## config.mk

```make
export PLATFORM = sky130hd
export DESIGN_NAME = param_updown_counter_flat
export DESIGN_NICKNAME = d
export VERILOG_FILES = /design/src/rtl/param_updown_counter_if.sv /design/src/rtl/param_updown_counter.sv /design/src/flat_wrapper.sv
export SDC_FILE = /design/constraint.sdc
export NUM_CORES = 1
export LEC_CHECK = 0
export ABC_AREA = 1
export CORE_AREA = 2 2 39 41
export CTS_BUF_LIST = sky130_fd_sc_hd__clkbuf_4 sky130_fd_sc_hd__clkbuf_8 sky130_fd_sc_hd__clkbuf_16
export DETAILED_ROUTE_END_ITERATION = 12
export DIE_AREA = 0 0 41 43
export GPL_TIMING_DRIVEN = 1
export PLACE_DENSITY = 0.57
export SLEW_MARGIN = 20
export SYNTH_ARGS = -nofsm -noshare
export SYNTH_HDL_FRONTEND = slang
export SYNTH_SLANG_ARGS = --single-unit
```

## constraint.sdc

```tcl
create_clock -name C -period 2.6 [get_ports C]
set_input_delay 0.78 -clock C [delete_from_list [all_inputs] [get_ports C]]
set_output_delay 0.78 -clock C [all_outputs]
set_load 0.02 [all_outputs]
```

## src/rtl/param_updown_counter_if.sv

```systemverilog
// Control and status bundle for param_updown_counter: the master drives EN/UP/LD/D,
// the counter (slave) returns Q/Qn/TC.
interface param_updown_counter_if #(
  parameter int unsigned WIDTH = 4
);
  logic             EN;
  logic             UP;
  logic             LD;
  logic [WIDTH-1:0] D;
  logic [WIDTH-1:0] Q;
  logic [WIDTH-1:0] Qn;
  logic             TC;

  modport master (output EN, UP, LD, D, input Q, Qn, TC);
  modport slave  (input EN, UP, LD, D, output Q, Qn, TC);
endinterface

```

## src/rtl/param_updown_counter.sv

```systemverilog
// Modulo-MODULUS up/down counter with clamped parallel load and terminal count.
// Define COUNTER_SATURATE_EN to make counting saturate at the range ends instead of wrapping.
module param_updown_counter #(
  parameter int unsigned      WIDTH   = 4,
  parameter longint unsigned  MODULUS = 16
) (
  input  logic                  C,
  input  logic                  R,
  param_updown_counter_if.slave cnt
);

  localparam logic [WIDTH-1:0] MAX_Q  = WIDTH'(MODULUS - 64'd1);
  localparam logic [WIDTH-1:0] ZERO_Q = WIDTH'(1'b0);
  localparam logic [WIDTH-1:0] ONE_Q  = WIDTH'(1'b1);

  logic [WIDTH-1:0] q_r;
  logic [WIDTH-1:0] next_q_s;
  logic [WIDTH-1:0] load_q_s;

  // One count step; out-of-range values recover to 0 (up) or MAX_Q (down).
  function automatic logic [WIDTH-1:0] step_f(input logic [WIDTH-1:0] q, input logic up);
    logic [WIDTH-1:0] r;
    if (up) begin
      if (q == MAX_Q) begin
`ifdef COUNTER_SATURATE_EN
        r = MAX_Q;
`else
        r = ZERO_Q;
`endif
      end else if (q > MAX_Q) begin
        r = ZERO_Q;
      end else begin
        r = q + ONE_Q;
      end
    end else begin
      if (q == ZERO_Q) begin
`ifdef COUNTER_SATURATE_EN
        r = ZERO_Q;
`else
        r = MAX_Q;
`endif
      end else if (q > MAX_Q) begin
        r = MAX_Q;
      end else begin
        r = q - ONE_Q;
      end
    end
    return r;
  endfunction

  // Load value clamped into the count range.
  always_comb begin
    load_q_s = cnt.D;
    if (cnt.D > MAX_Q) begin
      load_q_s = MAX_Q;
    end else begin
      load_q_s = cnt.D;
    end
  end

  // Next-state selection: load beats count beats hold; reset is applied in the register.
  always_comb begin
    next_q_s = q_r;
    if (cnt.LD) begin
      next_q_s = load_q_s;
    end else if (cnt.EN) begin
      next_q_s = step_f(q_r, cnt.UP);
    end else begin
      next_q_s = q_r;
    end
  end

  // Count register with synchronous active-high reset.
  always_ff @(posedge C) begin
    if (R) begin
      q_r <= ZERO_Q;
    end else begin
      q_r <= next_q_s;
    end
  end

  assign cnt.Q  = q_r;
  assign cnt.Qn = ~q_r;
  assign cnt.TC = cnt.EN & ((cnt.UP & (q_r == MAX_Q)) | (~cnt.UP & (q_r == ZERO_Q)));

endmodule

```

## src/flat_wrapper.sv

```systemverilog
// flat-port wrapper written by rule: the top's interface ports become plain ports
module param_updown_counter_flat 
#(
  parameter int unsigned      WIDTH   = 4,
  parameter longint unsigned  MODULUS = 16
)
  (C, R, cnt_EN, cnt_UP, cnt_LD, cnt_D, cnt_Q, cnt_Qn, cnt_TC);
  param_updown_counter_if #(.WIDTH(WIDTH)) cnt_i ();
  input  logic C;
  input  logic R;
  input wire logic [$bits(cnt_i.EN)-1:0] cnt_EN;
  input wire logic [$bits(cnt_i.UP)-1:0] cnt_UP;
  input wire logic [$bits(cnt_i.LD)-1:0] cnt_LD;
  input wire logic [$bits(cnt_i.D)-1:0] cnt_D;
  output wire logic [$bits(cnt_i.Q)-1:0] cnt_Q;
  output wire logic [$bits(cnt_i.Qn)-1:0] cnt_Qn;
  output wire logic [$bits(cnt_i.TC)-1:0] cnt_TC;
  assign cnt_i.EN = cnt_EN;
  assign cnt_i.UP = cnt_UP;
  assign cnt_i.LD = cnt_LD;
  assign cnt_i.D = cnt_D;
  assign cnt_Q = cnt_i.Q;
  assign cnt_Qn = cnt_i.Qn;
  assign cnt_TC = cnt_i.TC;
  param_updown_counter #(.WIDTH(WIDTH), .MODULUS(MODULUS)) u_core (.C(C), .R(R), .cnt(cnt_i));
endmodule
```

==> impl_metrics.ini, run 1 <==
[worst_setup_path]
cp_data_arrival_time_ps = 1680
critPathKind = in2out
r2r_slack_ps = 1290
crit_fanout = 3
crit_required_ps = 1820
cp-end-kind = output port
crit_path_start_kind = input port

[final_layout]
antenna_cells = 0
stdcell_count = 90
num-nets-final = 87
syn_to_final_growth_pct = 72.16
drive_above_1_share_pct = 14.86
largest_reg_flops = 4
postLayoutCellArea_um2 = 549.3

[timing]
setup_viol = 0
maxSlewHeadroom_pct = 82.17
maxSlewViolCount = 0
finalCritPeriodShare_pct = 94.47
fin_skew_ps = 0.7574
max_freq_mhz = 407.1
tightest_slew_ps = 267.1
final.min_clock_period_ps = 2456
rsz0062_at_grt = false
hold_viol = 0

[clock_tree]
cts_hold_buf = 0
cts.sinks = 4
clk_pin_slew_ps = 40
post-cts-setup-buffers = 0
root_buffer = clkbuf_4
clk_latency_ps = 230
cts_buffer_depth = 2
cts_buffers = 3
cts_tree = yes
htree_levels = 1

[run_status]
outcome = completed

[synth]
synth_top_area_share_pct = 25.10
ys_warn_count = 0
ys_seq_elements = 4
synth_cell_types = 15
syn_inst = 51
syn_area_um2 = 319.1
synth.yosys.seq_area_share_pct = 25.10
synth_area_leaders = dfxtp_1 (25%), nand2_1 (21%), ha_1 (7.8%), nand3_1 (7.8%), inv_1 (7.1%)
synth.top_cells.by_count = nand2_1 (18), inv_1 (6), nand3_1 (5)
async_reset_ff_share_pct = 0
synth_edf_count = 0
ys.flop_type = dfxtp_1
synth_area_per_cell_um2 = 6.256
syn_nets = 62
yosys.area.top_type = dfxtp_1
synth.most_common_cell = nand2_1

[floorplanning]
core_area_mm2 = 0.001384
dieArea_mm2 = 0.001763
die_h_um = 43
floorplan.initialDensity_pct = 23.06
fp.dieW_um = 41
rows = 14
io_pins = 18

[power]
power_uw = 238.5
peakVddDrop_v = 0.0002150
p_leak_uw = 0.0002522
p_per_area_mw_per_mm2 = 434.3

[detailed_routing]
firstDrtPassIters = 2
drt_iter0_drc = 7
post-route-drc-count = 0
wire_per_inst_um = 9.367
vias = 390
avgViaCountPerCell = 4.333
drt_wl_total_um = 843
antenna_left = 0

[placed_design]
dp_hpwl_um = 689.1
dp_cells = 87
placed_cell_area_um2 = 531.8
io_buffers = 17
gp_congestion = 0.6991

[global_route]
grt_usage_pct = 11.85
grt_pass1_vias = 382
grt_pass1_wl_um = 1435
overflow = 0
antenna_found_initial = 0
grt_max_degree = 8

[job]
cap_violations = 0

[worst_hold_path]
hold_class = reg2reg
## worst max-delay path: stages
cell             delay (ps)
clkdlybuf4s50_1         460
nand2_1                 110
nand2_1                  50
a21oi_1                 110
buf_2                   170
## per-layer routing
layer	routed length [um]	up-vias	GRT usage [%]
met3	60	0	2.618
met5	0	-	0
li1	-	210	-
met2	435	13	17.50
met4	0	0	8.000
met1	347	167	14.47
## placed cells by master, fill, tap and decap left out
master,n
buf_4,3
a22oi_1,2
a31oi_1,1
ha_1,2
a21oi_2,1
nand2_1,18
a31o_1,1
inv_2,1
clkdlybuf4s50_1,16
nor2_2,2
dfxtp_1,4
clkbuf_4,3
xor2_1,1
xnor2_1,1
nor2_1,3
nand3_1,5
buf_2,1
inv_1,6
a21oi_1,3
## timing repair
action                                  CTS  global route
resized for setup                         3             1
pin swaps                                 0             0
endpoints found under the setup margin    1             1
## power by group
part	total [uW]	switching [uW]	internal, uW
Clock	76.1	24.5	51.6
Sequential	74.1	7.57	66.5
Combinational	88.4	43.0	45.5
## area by class of cell
class                      instances  area [um^2]
clock buffer                       3        22.52
fill                             154        834.6
inverter                           7        26.28
multi-input combinational         40        212.7
sequential                         4        80.08
tap                               16        20.02
timing repair buffer              20        187.7
## stage by stage
step                util, %  worst slack [ps]  TNS (ps)  hold slack [ps]
floorplan                 -             508.8         0            595.1
global placement      38.43            -291.1    -291.1            567.0
detailed placement    38.43            -315.8    -315.8            562.9
CTS                   40.14             25.99         0            580.9
global route          39.69             83.85         0            600.0
finish                39.69             143.8         0            570.7
## worst paths after layout
kind                                 startpoint               to  cells after the start
worst max register to register  u_core.cnt.Q[0]  u_core.cnt.Q[3]                      8
worst max-delay path                     cnt_UP           cnt_TC                      5
worst min-delay path            u_core.cnt.Q[1]  u_core.cnt.Q[1]                      2
worst min register to register  u_core.cnt.Q[1]  u_core.cnt.Q[1]                      2
## logic make-up (layout without fill, tap and decap cells)
logic type | count (synthesis) | after routing | share of synthesized area, %
AOI/OAI and AO/OA | 8 | 8 | 16.86
xor gates and xnor gates | 2 | 2 | 5.491
adders and majority gates | 2 | 2 | 7.842
buffers and inverters | 7 | 30 | 8.234
DFF | 4 | 4 | 25.10
and+or+nand+nor | 28 | 28 | 36.47
No activity file was read; power rests on OpenSTA's default activity.
==> inputs of run 2 (changes only) <==
--- a/config.mk
+++ b/config.mk
@@ -7,11 +7,10 @@
 export LEC_CHECK = 0
 export ABC_AREA = 1
 export CORE_AREA = 2 2 39 41
-export CTS_BUF_LIST = sky130_fd_sc_hd__clkbuf_4 sky130_fd_sc_hd__clkbuf_8 sky130_fd_sc_hd__clkbuf_16
+export CTS_BUF_LIST = sky130_fd_sc_hd__clkbuf_8
 export DETAILED_ROUTE_END_ITERATION = 12
 export DIE_AREA = 0 0 41 43
 export GPL_TIMING_DRIVEN = 1
-export PLACE_DENSITY = 0.57
 export SLEW_MARGIN = 20
 export SYNTH_ARGS = -nofsm -noshare
 export SYNTH_HDL_FRONTEND = slang
==> run 2 against run 1 <==
  * Register-to-register slack is essentially flat
  * First-iteration DRC count shrank 57%
  * Sequential cell count is the same
  * Core utilization grew 1.4 points
  * Clock-buffer cell count is the same
  * Wire length shrank 2.0%
  * Clock power grew 73%
  * Sequential power is essentially flat
  * Critical path type unchanged
  * Highest routed layer is now met4
==> impl_metrics.ini, run 2 (synthesis gave the netlist of run 1 again) <==
[run_status]
outcome = completed

[worst_hold_path]
hold_class = reg2reg

[detailed_routing]
post-route-drc-count = 0
drt_wl_total_um = 826
firstDrtPassIters = 3
drt_iter0_drc = 3
antenna_left = 0
wire_per_inst_um = 9.178
avgViaCountPerCell = 4.400
vias = 396

[global_route]
grt_pass1_vias = 385
grt_pass1_wl_um = 1400
grt_usage_pct = 11.76
antenna_found_initial = 0
grt_max_degree = 8
overflow = 0

[placed_design]
placed_cell_area_um2 = 531.8
dp_hpwl_um = 683.8
gp_congestion = 0.7019
io_buffers = 17

[worst_setup_path]
cp-end-kind = output port
crit_required_ps = 1820
crit_fanout = 3
cp_data_arrival_time_ps = 1670
cpMaxStageDelayCell = clkdlybuf4s50_1
cp_common_cell = nand2_1
cp.buffers_inverters = 2
critPathKind = in2out
path_cells = clkdlybuf4s50_1, nand2_1, nand2_1, a21oi_1, buf_2
cp_slowest_stage_delay_ps = 460
crit_path_start_kind = input port
cp_top_family = buffers and inverters

[timing]
finalCritPeriodShare_pct = 94.23
maxSlewViolCount = 0
rsz0062_at_grt = false
max_freq_mhz = 408.2
final.min_clock_period_ps = 2450
hold_viol = 0
setup_viol = 0
maxSlewHeadroom_pct = 82.49
tightest_slew_ps = 262.3
fin_skew_ps = 1.490
fin_tns_setup_ps = 0

[final_layout]
fin_util_pct = 41.05
syn_to_final_growth_pct = 78.04
fillers = 154
final_cell_mix = nand2_1 (18), clkdlybuf4s50_1 (16), inv_1 (6), nand3_1 (5), dfxtp_1 (4)
postLayoutCellArea_um2 = 568.0
antenna_cells = 0
drive_above_1_share_pct = 14.86
largest_reg_flops = 4
num-nets-final = 87
mostFrequentLayoutCell = nand2_1

[power]
peakVddDrop_v = 0.0002511
p_leak_uw = 0.0002599
p_per_area_mw_per_mm2 = 518.3

[clock_tree]
root_buffer = clkbuf_8
clk_pin_slew_ps = 30
htree_levels = 1
cts_buffers = 3
cts_hold_buf = 0
clk_latency_ps = 220
cts_buffer_depth = 2
cts.sinks = 4
cts_tree = yes

[floorplanning]
core_area_mm2 = 0.001384
fp.dieW_um = 41
rows = 14
io_pins = 18
dieArea_mm2 = 0.001763
floorplan.initialDensity_pct = 23.06
die_h_um = 43

[job]
cap_violations = 0
## run 2: timing repair
item	CTS	global route
endpoints found under the setup margin	1	1
resized for setup	3	1
buffers inserted	0	0
## run 2: per-stage QoR
stage / total power, uW / cells / worst slack, ps / hold WS (ps)
floorplan: 119.8 / 51 / 508.8 / 595.1
global route: 313.8 / 90 / 70.05 / 599.0
finish: 294.4 / 90 / 150.1 / 559.3
global placement: 164.6 / 87 / -291.3 / 567.3
CTS: 298.8 / 90 / 41.36 / 562.0
detailed placement: 164.9 / 87 / -301.0 / 555.4
## run 2: per-layer routing
layer | global-route usage (%) | wire length [um] | vias to the layer above
met5 | 0 | 0 | -
met4 | 8.000 | 21 | 0
met3 | 3.141 | 42 | 3
met2 | 19.06 | 419 | 15
met1 | 12.26 | 342 | 166
li1 | - | - | 212
## run 2: power by group
part | switching (uW) | internal (uW)
Combinational | 43.0 | 45.5
Sequential | 7.78 | 66.6
Clock | 32.9 | 98.7
## run 2: worst register-to-register path: cells and delay by family, from the launching register on
family | cells | cell delay [ps]
simple gates | 4 | 240
buf+inv | 1 | 130
compound gates | 2 | 200
flops | 1 | 390
fa+ha+maj | 1 | 250
## run 2: worst paths after layout
| check | start | depth (start not counted) | endpoint | slack, ps |
|---|---|---|---|---|
| worst max-delay path | cnt_UP | 5 | cnt_TC | 150 |
| worst min-delay path | u_core.cnt.Q[1] | 2 | u_core.cnt.Q[1] | 560 |
| worst max register to register | u_core.cnt.Q[0] | 8 | u_core.cnt.Q[3] | 1280 |
| worst min register to register | u_core.cnt.Q[1] | 2 | u_core.cnt.Q[1] | 560 |
## run 2: area by class of cell
cell class	count	area (um^2)	area share [%]
Clock buffer	3	41.29	7.269
Inverter	7	26.28	4.626
Multi-Input combinational cell	40	212.7	37.44
Sequential cell	4	80.08	14.10
Timing Repair Buffer	20	187.7	33.04
Tap cell	16	20.02	3.524
